### src/rtl/sram_io_host_pkg.sv
// sram_io_host_pkg: shared encodings and default widths for the SRAM serial I/O host.
// Contents: CTRL phase codes, FSM state and phase enums, default widths, and helpers
// that map a phase to its CTRL code and tell whether the phase shifts a frame.
package sram_io_host_pkg;
   localparam int DEF_DATA_W  = 8;
   localparam int DEF_ADDR_W  = 10;
   localparam int DEF_TIMEOUT = 64;
   localparam logic [1:0] CTRL_SHIFT = 2'b00;
   localparam logic [1:0] CTRL_RD    = 2'b01;
   localparam logic [1:0] CTRL_WR    = 2'b11;
   typedef enum logic [2:0] {ST_IDLE, ST_BGNL, ST_CMD, ST_GAP, ST_SHIFT, ST_WAIT, ST_FIN} state_t;
   typedef enum logic [1:0] {PH_S, PH_W, PH_R, PH_D} phase_t;
   function automatic logic [1:0] phase_code(input phase_t p);
      return (p == PH_W) ? CTRL_WR : (p == PH_R) ? CTRL_RD : CTRL_SHIFT;
   endfunction
   function automatic logic phase_shifts(input phase_t p);
      return (p == PH_S) || (p == PH_D);
   endfunction
endpackage

### src/rtl/sram_io_host_shreg.sv
// sram_io_host_shreg: parallel-load, LSB-first shifter with a saturating bit counter.
// Ports: CLK/RST (sync, active high); load captures din and clears the counter;
// shift moves the register right by one; bit_out is the current LSB;
// cnt is the number of shifts since load; tc flags cnt == W-1.
module sram_io_host_shreg
#(
   parameter int W = 18
) (
   input  logic                 CLK,
   input  logic                 RST,
   input  logic                 load,
   input  logic [W-1:0]         din,
   input  logic                 shift,
   output logic                 bit_out,
   output logic [$clog2(W)-1:0] cnt,
   output logic                 tc
);
   localparam int CW = $clog2(W);
   logic [W-1:0] sr;
   always_ff @(posedge CLK) begin
      if (RST) begin
         sr  <= '0;
         cnt <= '0;
      end else if (load) begin
         sr  <= din;
         cnt <= '0;
      end else if (shift) begin
         sr  <= sr >> 1;
         cnt <= tc ? cnt : cnt + 1'b1;
      end
   end
   assign bit_out = sr[0];
   assign tc      = cnt == CW'(W - 1);
endmodule

### src/rtl/sram_io_host.sv
// sram_io_host: host-side serial master that runs write/read transactions on the SRAM serial link.
// Request side: REQ/WR/ADDR/WDATA in, BUSY/DONE/RDATA out.
// Link side: BGN, LOAD_N, CTRL, SI out; RDY, SO in. CLK is shared with the link; RST is sync, active high.
// Optional: define SRAM_IO_HOST_TIMEOUT_EN to add the RDY watchdog and the ERR output.
module sram_io_host
   import sram_io_host_pkg::*;
#(
   parameter int MEMORY_DATA_WIDTH = DEF_DATA_W,
   parameter int MEMORY_ADDR_WIDTH = DEF_ADDR_W,
   parameter int REG_BITS_WIDTH    = MEMORY_ADDR_WIDTH + MEMORY_DATA_WIDTH,
   parameter int TIMEOUT_CYCLES    = DEF_TIMEOUT
) (
   input  logic                         CLK,
   input  logic                         RST,
   input  logic                         REQ,
   input  logic                         WR,
   input  logic [MEMORY_ADDR_WIDTH-1:0] ADDR,
   input  logic [MEMORY_DATA_WIDTH-1:0] WDATA,
   output logic                         BUSY,
   output logic                         DONE,
   output logic [MEMORY_DATA_WIDTH-1:0] RDATA,
`ifdef SRAM_IO_HOST_TIMEOUT_EN
   output logic                         ERR,
`endif
   output logic                         BGN,
   output logic                         LOAD_N,
   output logic [1:0]                   CTRL,
   output logic                         SI,
   input  logic                         RDY,
   input  logic                         SO
);
   localparam int DW = MEMORY_DATA_WIDTH;
   localparam int RW = REG_BITS_WIDTH;
   if (TIMEOUT_CYCLES < 2) begin : g_bad_timeout
      $error("TIMEOUT_CYCLES must be at least 2");
   end
   state_t                         state, state_nx;
   phase_t                         phase, phase_nx;
   logic                           wr_q;
   logic [MEMORY_ADDR_WIDTH-1:0]   addr_q;
   logic [DW-1:0]                  wdata_q, rd_buf;
   logic                           sh_bit, sh_tc;
   logic [$clog2(RW)-1:0]          sh_cnt;
   logic                           timeout, to_q;
   // Only a write's first phase carries data; the read's phases send zeros with the address.
   sram_io_host_shreg #(.W(RW)) u_shreg (
      .CLK     (CLK),
      .RST     (RST),
      .load    (state == ST_CMD),
      .din     (RW'({addr_q, (phase == PH_S && wr_q) ? wdata_q : {DW{1'b0}}})),
      .shift   (state == ST_SHIFT),
      .bit_out (sh_bit),
      .cnt     (sh_cnt),
      .tc      (sh_tc)
   );
   always_ff @(posedge CLK) begin
      if (RST) begin
         state   <= ST_IDLE;
         phase   <= PH_S;
         wr_q    <= 1'b0;
         addr_q  <= '0;
         wdata_q <= '0;
         rd_buf  <= '0;
         RDATA   <= '0;
      end else begin
         state <= state_nx;
         phase <= phase_nx;
         if (state == ST_IDLE && REQ) begin
            wr_q    <= WR;
            addr_q  <= ADDR;
            wdata_q <= WDATA;
         end
         // SO shows the bit about to leave the controller, so sampling before each shift gathers DATA LSB first.
         if (state == ST_SHIFT && phase == PH_D && int'(sh_cnt) < DW)
            rd_buf <= {SO, rd_buf[DW-1:1]};
         if (state == ST_WAIT && RDY && phase == PH_D)
            RDATA <= rd_buf;
      end
   end
`ifdef SRAM_IO_HOST_TIMEOUT_EN
   localparam int TW = $clog2(TIMEOUT_CYCLES);
   logic [TW-1:0] wait_cnt;
   // The counter sits at zero outside WAIT, so it is already clear on every WAIT entry.
   always_ff @(posedge CLK) begin
      if (RST) begin
         wait_cnt <= '0;
         to_q     <= 1'b0;
      end else begin
         wait_cnt <= (state == ST_WAIT) ? wait_cnt + 1'b1 : '0;
         to_q     <= timeout;
      end
   end
   assign timeout = state == ST_WAIT && !RDY && wait_cnt == TW'(TIMEOUT_CYCLES - 1);
   assign ERR     = to_q;
`else
   assign timeout = 1'b0;
   assign to_q    = 1'b0;
`endif
   always_comb begin
      state_nx = state;
      phase_nx = phase;
      case (state)
         ST_IDLE:  if (REQ) begin
                      state_nx = ST_BGNL;
                      phase_nx = PH_S;
                   end
         ST_BGNL:  state_nx = ST_CMD;
         ST_CMD:   state_nx = ST_GAP;
         ST_GAP:   state_nx = phase_shifts(phase) ? ST_SHIFT : ST_WAIT;
         ST_SHIFT: state_nx = sh_tc ? ST_WAIT : ST_SHIFT;
         ST_WAIT:  if (RDY) begin
                      state_nx = (phase == PH_W || phase == PH_D) ? ST_FIN : ST_BGNL;
                      phase_nx = (phase == PH_S) ? (wr_q ? PH_W : PH_R) : (phase == PH_R) ? PH_D : phase;
                   end else if (timeout) begin
                      state_nx = ST_FIN;
                   end
         ST_FIN:   state_nx = ST_IDLE;
         default:  state_nx = ST_IDLE;
      endcase
   end
   assign BUSY   = state != ST_IDLE && state != ST_FIN;
   assign DONE   = state == ST_FIN;
   assign BGN    = (state == ST_FIN) ? !to_q : (state != ST_IDLE && state != ST_BGNL);
   assign LOAD_N = state != ST_CMD;
   assign CTRL   = (state inside {ST_CMD, ST_GAP, ST_SHIFT, ST_WAIT}) ? phase_code(phase) : CTRL_SHIFT;
   assign SI     = state == ST_SHIFT && sh_bit;
endmodule
### config.mk
export PLATFORM = sky130hd
export DESIGN_NAME = sram_io_host
export DESIGN_NICKNAME = d
export VERILOG_FILES = /design/src/rtl/sram_io_host_pkg.sv /design/src/rtl/sram_io_host_shreg.sv /design/src/rtl/sram_io_host.sv
export SDC_FILE = /design/constraint.sdc
export NUM_CORES = 1
export LEC_CHECK = 0
export BUFFER_PORTS_ARGS = -buffer_cell sky130_fd_sc_hd__clkbuf_2
export CORE_MARGIN = 5
export CORE_UTILIZATION = 45
export CTS_CLUSTER_DIAMETER = 40
export DETAILED_ROUTE_END_ITERATION = 16
export GPL_TIMING_DRIVEN = 0
export PLACE_DENSITY = 0.63
export SYNTH_ARGS = -nofsm -noshare
export SYNTH_HDL_FRONTEND = slang
export SYNTH_SLANG_ARGS = --single-unit
### constraint.sdc
create_clock -name CLK -period 2.13 [get_ports CLK]
set_input_delay 0.639 -clock CLK [delete_from_list [all_inputs] [get_ports CLK]]
set_output_delay 0.639 -clock CLK [all_outputs]
set_load 0.01 [all_outputs]
==> metrics.md, run 1 <==
| Metric | Value |
|---|---|
| Outcome | complete, no violations |
| P_sw | roughly 0.00065 W |
| Synthesized instance count | ~320 |
| Die height | ~90 microns |
| First-pass GRT wire length | 10360 microns |
| Max Buffers Root-to-Sink | 2 |
| Maximum Capacitance Violations | 0 |
| Final Max Tran Viols | 0 |
| CTS tree | built |
| Total vias in the final route | about 2400 |
| H-tree depth | 3 |
| Leakage power | ~1.5 nW |
| DR pass1 iterations | 4 |
| Worst VDD drop | 0.5411 mV |
| Proportion of layout cells with a drive suffix above 1 | between 20% and 30% |
| P per Cell Area | 718.5 nW/um^2 |
| CTS sink cnt | 63 |
| Rows | 29 |
| Worst setup SP type | flip-flop |
| RD Place Congestion | around 0.77 |
| Area post-placement | 3129 sq um |
| Mapped cell area | 2848 sq um |
| Die ar. | 8019 sq um |
| Area share of the largest cell type after synthesis | between 40 and 50% |
| Post-CTS Hold Fix Bufs | 0 |
| Synth unique cells | 45 |
| Ys Warns | 0 |
| Final hold vios | 0 |
| Post-route ant nets | 0 |
| Yosys top cell by area | dfxtp_1 |
| Number of flops mapped to enable cells by yosys | 0 |
| Post-route DRC | 0 |
| Comb pwr share | between 10% and 20% |
| Hold slack | between 0.4 and 0.5 ns |
| Number of global-route vias before repair | 2143 |
| Iter 0 DRT Violations | 145 |
| Util after Layout | between 50% and 60% |
| Final setup vio count | 0 |
| Initial core utilization | a little under half |
| Grt ovf | 0 |
| Ant. Diodes | 0 |
| Worst Tran Pin Value | approximately 0.64 ns |
| Post-synth top cells | 63 x dfxtp_1, 41 x nand2_1, 40 x nor2_1 |
| Antenna violations before repair | 0 |
| Largest net degree at the start of global routing | 19 |
| Register share of total power | around 51% |
| Yosys reg bits | between 60 and 70 |
| Part of the cycle the worst path needs | roughly 98% |
| Hold WC Path Type | flip-flop to flip-flop |
| CORE AREA | 6241 sq um |
| Post-DP HPWL | about 4400 microns |
| RSZ-0062 raised after global routing | yes |
| Tot GR Track Use | between 10% and 20% |
| I/O pin count | 39 |
| Skew final | about 0.0067 ns |
| Shortest period the worst path allows | around 2.1 ns |
| Top_reg_cell synth | dfxtp_1 |
| Critical path class | flip-flop to output pin |
| Die Width | ~90 microns |
| Critical Path AT | between 1 and 1.5 ns |
| Critical Path RT | around 1.5 ns |
| Buffers on Ports | 37 |
| Area Overhead vs Synth | 20.96% |
| Fin nets | ~400 |
| Worst-Skew Late Latency | 0.34 ns |
| Root buf cell | clkbuf_8 |
| Critical Path Fanout Max | 7 |
| Clock power share | 37.5% |
| Top-count cell post-synth | dfxtp_1 |
| Seq/Total Area, Yosys | 44.29% |
| Vias/cell | 5.246 |
| Wire length per cell | between 10 and 15 microns |
| Int Power | between 0.0015 and 0.002 W |
| Max Clk Rate | 0.4779 GHz |
| Worst slew margin | 56.87% |
| Synth area leaders | dfxtp_1 44%, mux2i_1 9.1%, nand2_1 5.4% |
| Share of flip-flops with an asynchronous set or reset | 0% |
| Clk slew on worst S/H paths | around 0.070 ns |
| Design Area, Final | 3445 sq um |
| Sw Share | 26.08% |
| Avg Cell Area, Syn | roughly 9 sq um |
| Post-Route WL | ~6400 microns |
| CTS Buf Count | 9 |
| Syn nets | 348 |
| Crit. End Element | output pin |
==> layout by cell type, fill, tap and decap left out, types with 3 or more instances in the layout <==
cell type	Yosys	routed
dfxtp_1	63	60
nand2_1	41	41
nor2_1	40	40
clkbuf_2	1	36
mux2i_1	26	26
a21oi_1	24	24
inv_1	16	14
clkbuf_8	0	11
buf_4	3	9
clkbuf_1	9	9
buf_6	2	8
a211oi_1	8	8
nand3b_1	8	8
a222oi_1	8	8
nor3_1	8	7
o21ai_0	7	7
ha_1	8	7
and2_4	1	3
o31ai_1	3	3
xor2_1	3	3
==> worst max-delay path: stages, from the launching register on <==
cell and delay, ns:
dfxtp_2 0.35, buf_6 0.14, buf_6 0.11, inv_6 0.04, ha_4 0.23, and2_4 0.13
buf_6 0.11
==> power by group through the flow <==
stage	registers, W	logic, W	clock network (W)
3_5_place_dp	0.00129	0.000269	0
4_1_cts	0.00126	0.000286	0.000962
3_3_place_gp	0.00128	0.000267	0
5_1_grt	0.00127	0.000318	0.00102
2_1_floorplan	0.00127	0.000191	0
6_report	0.00126	0.000287	0.000928
==> layout make-up <==
| cell class | instances | area [sq um] |
|---|---|---|
| flip-flops and latches | 63 | 1267 |
| well taps | 77 | 96.34 |
| plain buffers | 18 | 123.9 |
| multi-input cells | 215 | 1439 |
| fillers | 626 | 2796 |
| inverters | 17 | 72.57 |
| clock buffers | 13 | 158.9 |
| repair buffers | 46 | 269.0 |
| clock inverters | 3 | 17.52 |
==> what timing repair did <==
action | CTS | global route
resized for setup | 16 | 11
buffers inserted | 7 | 2
endpoints found under the setup margin | 7 | 5
pin swaps | 0 | 1
==> state kept, by name, indices dropped and copies added (netlist names) <==
register     count
phase            2
addr_q          10
state            3
u_shreg.cnt      5
wdata_q          8
rd_buf           8
RDATA            8
u_shreg.sr      18
wr_q             1
==> routing by layer <==
metal / vias up / global-route usage [%] / routed length, microns
met5: - / 0 / 0
met4: 0 / 8.931 / 86
met3: 9 / 3.779 / 292
met2: 60 / 25.47 / 2777
met1: 1099 / 23.55 / 3200
li1: 1203 / - / -
==> stage by stage <==
stage,setup TNS [ns],setup WS (ns),std cells,power (W)
2_1_floorplan,0,0.1839,316,0.001466
3_3_place_gp,-0.1633,-0.08198,430,0.001551
3_5_place_dp,-0.1797,-0.07544,430,0.001555
4_1_cts,0,0.007915,451,0.002509
5_1_grt,-0.006219,-0.004290,452,0.002609
6_report,0,0.03763,452,0.002475
==> path summary, 6_finish.rpt <==
path / start / endpoint / slack, ns / depth (start not counted)
hold / removal: addr_q[5] / addr_q[5] / 0.46 / 2
hold reg to reg: addr_q[5] / addr_q[5] / 0.46 / 2
setup reg to reg: state[1] / wdata_q[6] / 0.38 / 6
setup / recovery: state[2] / CTRL[1] / 0.04 / 6
==> cells by family (layout without fill, tap and decap cells) <==
| kind of cell | Yosys count | count (layout) | synth area share (%) |
|---|---|---|---|
| simple gates | 118 | 118 | 21.22 |
| flops | 63 | 63 | 44.29 |
| compound gates | 58 | 58 | 14.10 |
| buf+inv | 38 | 97 | 6.194 |
| mux | 26 | 26 | 9.139 |
| fa+ha+maj | 8 | 8 | 3.515 |
| xor+xnor | 5 | 5 | 1.538 |
(Power assumes the default switching activity.)
==> run 2: changes to the inputs <==
--- a/config.mk
+++ b/config.mk
@@ -11,6 +11,7 @@
 export CTS_CLUSTER_DIAMETER = 40
 export DETAILED_ROUTE_END_ITERATION = 16
 export GPL_TIMING_DRIVEN = 0
+export HOLD_SLACK_MARGIN = 0.02
 export PLACE_DENSITY = 0.63
 export SYNTH_ARGS = -nofsm -noshare
 export SYNTH_HDL_FRONTEND = slang
==> constraint.sdc (replaced) <==
create_clock -name CLK -period 2.13 [get_ports CLK]
set_input_delay 0.426 -clock CLK [delete_from_list [all_inputs] [get_ports CLK]]
set_output_delay 0.426 -clock CLK [all_outputs]
set_load 0.01 [all_outputs]
==> metrics.md, run 2 (synthesis results as in run 1) <==
| Metric | Value |
|---|---|
| Outcome | complete, no violations |
| Vias/cell | 5.161 (-1.6%) |
| Max Clk Rate | 0.4964 GHz (+3.9%) |
| Post-route DRC | 0 (unchanged) |
| Root buf cell | clkbuf_8 |
| Buffers on Ports | 37 (unchanged) |
| Worst VDD drop | 0.5365 mV (-0.84%) |
| RSZ-0062 raised after global routing | no |
| CTS sink cnt | 63 (unchanged) |
| Critical Path Fanout Max | 10 (+3) |
| Wire length per cell | 13.96 microns (-0.74%) |
| CORE AREA | 6241 sq um (unchanged) |
| Iter 0 DRT Violations | 128 (-12%) |
| Pre-CTS setup slack | 0.1376 ns (+0.2130 ns) |
| CTS Buf Count | 9 (unchanged) |
| Antenna violations before repair | 0 (unchanged) |
| Hold WC Path Type | primary input to flip-flop |
| Rows | 29 (unchanged) |
| Initial core utilization | 45.63% (unchanged) |
| Final std cells w/o fill | 448 (-0.88%) |
| CP max stage cell | dfxtp_2 |
| Area Overhead vs Synth | 17.62% |
| Fin nets | 398 (-1.0%) |
| Critical Path RT | 1.70 ns (+0.21 ns) |
| Worst path buffer plus inverter count | 4 (unchanged) |
| Max Buffers Root-to-Sink | 2 (unchanged) |
| Leakage power | 1.420 nW (-3.1%) |
| Commonest non-fill, non-tap cell in the layout | dfxtp_1 |
| CTS tree | built |
| Reg2reg setup slack | 0.45 ns (+0.07 ns) |
| Fillers | 641 (+2.4%) |
| Worst slew margin | 57.08% (+0.22 points) |
| Final worst slack | 0.1155 ns (+0.07789 ns) |
| Crit. End Element | output pin |
| Die ar. | 8019 sq um (unchanged) |
| Die height | 89.55 microns (unchanged) |
| Total vias in the final route | 2312 (-2.5%) |
| Regs by FF count | u_shreg.sr: 18 flops, addr_q: 10 flops |
| Worst-Skew Late Latency | 0.34 ns (about the same) |
| First-pass GRT wire length | 10260 microns (-0.99%) |
| Final hold vios | 0 (unchanged) |
| Commonest non-fill, non-tap cells in the layout | 60 x dfxtp_1, 41 x nand2_1, 40 x nor2_1 |
| WL met3 | 360 microns (+23%) |
| DR pass1 iterations | 4 (unchanged) |
| Skew final | 0.008187 ns (+0.001448 ns) |
| CP delay by family, top | buffers and inverters |
| Final Max Tran Viols | 0 (unchanged) |
| Number of flip-flops in the largest register | 18 (unchanged) |
| Worst setup SP type | flip-flop |
| Worst Tran Pin Value | 0.6410 ns (-0.003236 ns) |
| Number of global-route vias before repair | 2121 (-1.0%) |
| Top reg by flops | u_shreg.sr |
| Tot GR Track Use | 17.10% (-0.17 points) |
| Largest net degree at the start of global routing | 11 (-8) |
| Max incr delay on CP | 0.36 ns (about the same) |
| Metal1 wirelength | 3048 microns (-4.8%) |
| # placed instances | 430 (unchanged) |
| Setup TNS | 0 ns (unchanged) |
| Die Width | 89.55 microns (unchanged) |
| Clk slew on worst S/H paths | 0.07 ns (about the same) |
| Critical path class | flip-flop to output pin |
| RD Place Congestion | 0.7729 (unchanged) |
| P per Cell Area | 736.0 nW/um^2 (+2.4%) |
| Part of the cycle the worst path needs | 94.58% (-3.7 points) |
| I/O pin count | 39 (unchanged) |
| Proportion of layout cells with a drive suffix above 1 | 21.56% (-2.2 points) |
| Post-route ant nets | 0 (unchanged) |
| Uppermost routed layer | met4 |
| Post-Route WL | 6254 microns (-1.6%) |
| Maximum Capacitance Violations | 0 (unchanged) |
| Ant. Diodes | 0 (unchanged) |
| Post-DP HPWL | 4367 microns (unchanged) |
| H-tree depth | 3 (unchanged) |
| Grt ovf | 0 (unchanged) |
| Critical Path AT | 1.59 ns (+0.14 ns) |
| Shortest period the worst path allows | 2.014 ns (-0.07789 ns) |
| Met2 Wirelength | 2682 microns (-3.4%) |
| Final setup vio count | 0 (unchanged) |
| Worst-path cell chain | buf_8, buf_6, inv_2, ha_1, and2_1, clkbuf_2 |
run 2: changes by cell type in the layout (fill, tap and decap cells not counted), sizes merged:
cell / previous run / this run
clkbuf: 56 / 59
buf: 21 / 14
run 2: path summary, 6_finish.rpt:
kind,from,end,depth (start not counted)
min,WDATA[5],wdata_q[5],3
max reg2reg,state[0],wdata_q[6],5
max,state[2],CTRL[1],6
min reg2reg,addr_q[5],addr_q[5],2
run 2: layout make-up:
type                            instances  area (sq um)  area share (%)
Clock buffer                           13         158.9           4.744
Timing Repair Buffer                   40         207.7           6.201
Tap cell                               77         96.34           2.876
Inverter                               17         67.56           2.017
Buffer                                 20         126.4           3.773
Clock inverter                          3         17.52          0.5230
Sequential cell                        63          1265           37.77
Multi-Input combinational cell        215          1410           42.10
run 2: worst min-delay path: cells and delay by family:
kind                   cells  cell delay, ns
AND/OR/NAND/NOR            1            0.04
buffers and inverters      1            0.08
AO/OA/AOI/OAI              1            0.05
run 2: power by group:
part	internal [W]	total, W	switching, W	leakage (nW)
combinational	0.000114	0.000275	0.000161	0.818
clock	0.000482	0.000929	0.000447	0.0894
sequential	0.00123	0.00126	0.0000345	0.512
run 2: through the flow:
step | instance area [sq um] | power (W) | utilization (%) | hold WS, ns
6_report | 3349 | 0.002465 | 53.67 | 0.2941
5_1_grt | 3349 | 0.002596 | 53.67 | 0.2830
4_1_cts | 3339 | 0.002499 | 53.51 | 0.2816
3_5_place_dp | 3129 | 0.001555 | 50.14 | 0.4498
3_3_place_gp | 3129 | 0.001551 | 50.14 | 0.4452
2_1_floorplan | 2848 | 0.001466 | - | 0.4359
run 2: repair_timing:
| action | in CTS | in global routing |
|---|---|---|
| resized for setup | 5 | 5 |
| pin swaps | 0 | 0 |
| setup endpoints to repair | 6 | 5 |
| buffers inserted | 3 | 0 |
| hold buffers | 0 | 0 |
run 2: layer usage:
layer  vias to the layer above  GRT usage, %
met5                         -             0
met4                         0         9.337
met3                        14         4.055
met2                        49         24.67
met1                      1057         23.37
li1                       1192             -
==> run 3: changes to the inputs <==
--- a/config.mk
+++ b/config.mk
@@ -6,6 +6,7 @@
 export NUM_CORES = 1
 export LEC_CHECK = 0
 export BUFFER_PORTS_ARGS = -buffer_cell sky130_fd_sc_hd__clkbuf_2
+export CORE_ASPECT_RATIO = 0.6
 export CORE_MARGIN = 5
 export CORE_UTILIZATION = 45
 export CTS_CLUSTER_DIAMETER = 40
==> constraint.sdc (replaced) <==
create_clock -name CLK -period 2.3 [get_ports CLK]
set_input_delay 0.46 -clock CLK [delete_from_list [all_inputs] [get_ports CLK]]
set_output_delay 0.46 -clock CLK [all_outputs]
set_load 0.01 [all_outputs]
==> metrics.md, run 3 (synthesis results as in run 1) <==
| Metric | Value |
|---|---|
| Outcome | complete, no violations |
| H-tree depth | 3 (unchanged) |
| Worst-Skew Late Latency | 0.34 ns (about the same) |
| Area Overhead vs Synth | 20.04% |
| Die Width | 112.7 microns (+26%) |
| P per Cell Area | 731.7 nW/um^2 (-0.58%) |
| Leakage power | 1.460 nW (+2.8%) |
| Commonest non-fill, non-tap cells in the layout | 62 x dfxtp_1, 41 x nand2_1, 40 x nor2_1 |
| Skew final | 0.008223 ns (+0.00003544 ns) |
| CP delay by family, top | buffers and inverters |
| CORE AREA | 6138 sq um (-1.6%) |
| Worst VDD drop | 0.3482 mV (-35%) |
| Util after Layout | 55.69% (+2.0 points) |
| Multi-input combinational cell area | 1410 sq um (unchanged) |
| Pre-CTS setup slack | 0.2347 ns (+0.09712 ns) |
| Worst slew margin | 56.45% (-0.64 points) |
| Part of the cycle the worst path needs | 95.74% |
| CTS tree | built |
| Worst Tran Pin Value | 0.6506 ns (+0.009523 ns) |
| Iter 0 DRT Violations | 227 (+77%) |
| Total power | 0.002501 W (+1.5%) |
| First-pass GRT wire length | 11060 microns (+7.8%) |
| Buffers on Ports | 37 (unchanged) |
| Top reg by flops | u_shreg.sr |
| Total vias in the final route | 2358 (+2.0%) |
| Post-DP HPWL | 4755 microns (+8.9%) |
| Root buf cell | clkbuf_8 |
| Final Max Tran Viols | 0 (unchanged) |
| Design Area, Final | 3418 sq um (+2.1%) |
| Die ar. | 8072 sq um (+0.65%) |
| Die height | 71.62 microns (-20%) |
| Rows | 22 (-24%) |
| Proportion of layout cells with a drive suffix above 1 | 21.60% (+0.037 points) |
| Critical path class | flip-flop to output pin |
| Fillers | 582 (-9.2%) |
| Setup TNS | 0 ns (unchanged) |
| Grt ovf | 0 (unchanged) |
| Clock power share | 42.8% (+5.1 points) |
| Comb pwr share | 10.5% (-0.7 points) |
| Post-Route WL | 6639 microns (+6.2%) |
| Vias/cell | 5.137 (-0.45%) |
| Register share of total power | 46.7% (-4.4 points) |
| Tot GR Track Use | 17.35% (+0.24 points) |
| Storage element area | 1262 sq um (-0.20%) |
| CP Depth | 5 (-1) |
| DR pass1 iterations | 5 (+1) |
| Maximum Capacitance Violations | 0 (unchanged) |
| Regs by FF count | u_shreg.sr: 18 flops, addr_q: 10 flops |
| Post-route DRC | 0 (unchanged) |
| CP max stage cell | dfxtp_1 |
| Number of flip-flops in the largest register | 18 (unchanged) |
| RSZ-0062 raised after global routing | no |
| Area post-placement | 3138 sq um (+0.28%) |
| Final hold vios | 0 (unchanged) |
| I/O pin count | 39 (unchanged) |
| CTS Buf Count | 9 (unchanged) |
| R2r worst-path depth | 5 (unchanged) |
| Max Buffers Root-to-Sink | 2 (unchanged) |
| Shortest period the worst path allows | 2.202 ns |
| Max incr delay on CP | 0.34 ns (-0.02 ns) |
| Ant. Diodes | 0 (unchanged) |
| Final setup vio count | 0 (unchanged) |
| CP most frequent cell | buf_4 |
| Max Clk Rate | approximately 0.45 GHz |
| Initial core utilization | 46.39% (+0.76 points) |
| Sw Share | 23.63% (-2.4 points) |
| P_sw | 0.0005909 W (-8.0%) |
| Critical Path Fanout Max | 10 (unchanged) |
| Crit. End Element | output pin |
| Number of global-route vias before repair | 2148 (+1.3%) |
| Worst-path cell chain | buf_4, nor3b_4, buf_4, and2_1, clkbuf_2 |
| Hold WC Path Type | primary input to flip-flop |
| Critical Path RT | 1.84 ns (+0.14 ns) |
| Worst setup SP type | flip-flop |
| Reg2reg setup slack | 0.54 ns (+0.09 ns) |
| Largest net degree at the start of global routing | 12 (+1) |
| Worst path buffer plus inverter count | 3 (-1) |
| CTS sink cnt | 63 (unchanged) |
| Antenna violations before repair | 0 (unchanged) |
| Commonest non-fill, non-tap cell in the layout | dfxtp_1 |
| Fin nets | 402 (+1.0%) |
| Clk slew on worst S/H paths | 0.06 ns (about the same) |
| Post-route ant nets | 0 (unchanged) |
| Int Power | 0.001910 W (+4.8%) |
| Final worst slack | 0.09791 ns (-0.01762 ns) |
| Hold path cells | 3 (unchanged) |
| Critical Path AT | 1.74 ns (+0.15 ns) |
| Wire length per cell | 14.46 microns (+3.6%) |
| RD Place Congestion | 0.8222 (+6.4%) |
## run 3: cell types whose count changed in the layout (fill, tap and decap cells not counted), moves of 2 or more
cell / previous run / this run
bufinv_16: 0 / 2
dfxtp_2: 3 / 1
buf_6: 4 / 2
buf_4: 4 / 11
dfxtp_1: 60 / 62
## run 3: worst reg2reg max path: cells and delay by family, from the launching register on
family          cells  cell delay [ns]
compound gates      1             0.12
buf+inv             2             0.46
flops               1             0.39
simple gates        2             0.70
## run 3: timing repair
action                     in CTS  in global routing
setup endpoints to repair       3                  3
pin swaps                       1                  0
hold buffers                    0                  0
setup buffers                   1                  6
gates resized for setup         1                  3
gates cloned                    0                  0
## run 3: worst paths after layout
path / start / endpoint
min: WDATA[1] / wdata_q[1]
max reg2reg: state[0] / addr_q[4]
max: state[2] / SI
min reg2reg: addr_q[3] / addr_q[3]
## run 3: through the flow
step | cells | hold slack [ns]
final | 459 | 0.3395
after global routing | 459 | 0.3321
after CTS | 453 | 0.3209
after detailed placement | 437 | 0.4483
after global placement | 437 | 0.4469
after floorplan | 316 | 0.4359
## run 3: layout make-up
type                    count  share of cell area, %
plain buffers              20                  3.258
clock buffers              13                  4.649
clock inverters             3                  1.903
inverters                  17                  1.977
multi-input cells         215                  41.25
flip-flops and latches     63                  36.93
well taps                  84                  3.075
repair buffers             44                  6.955
## run 3: routing by layer
layer | track usage [%] | share of wire, % | up-vias
met5 | 0 | 0 | -
met4 | 5.600 | 1.1 | 0
met3 | 5.570 | 4.6 | 8
met2 | 23.03 | 41 | 44
met1 | 26.13 | 53 | 1094
li1 | - | - | 1212
## run 3: power by group through the flow
stage	Sequential (W)	Clock, W	Combinational (W)
after CTS	0.00117	0.00110	0.000257
after global placement	0.00119	0	0.000251
after floorplan	0.00118	0	0.000177
after global routing	0.00117	0.00115	0.000292
final	0.00117	0.00107	0.000263
after detailed placement	0.00119	0	0.000253
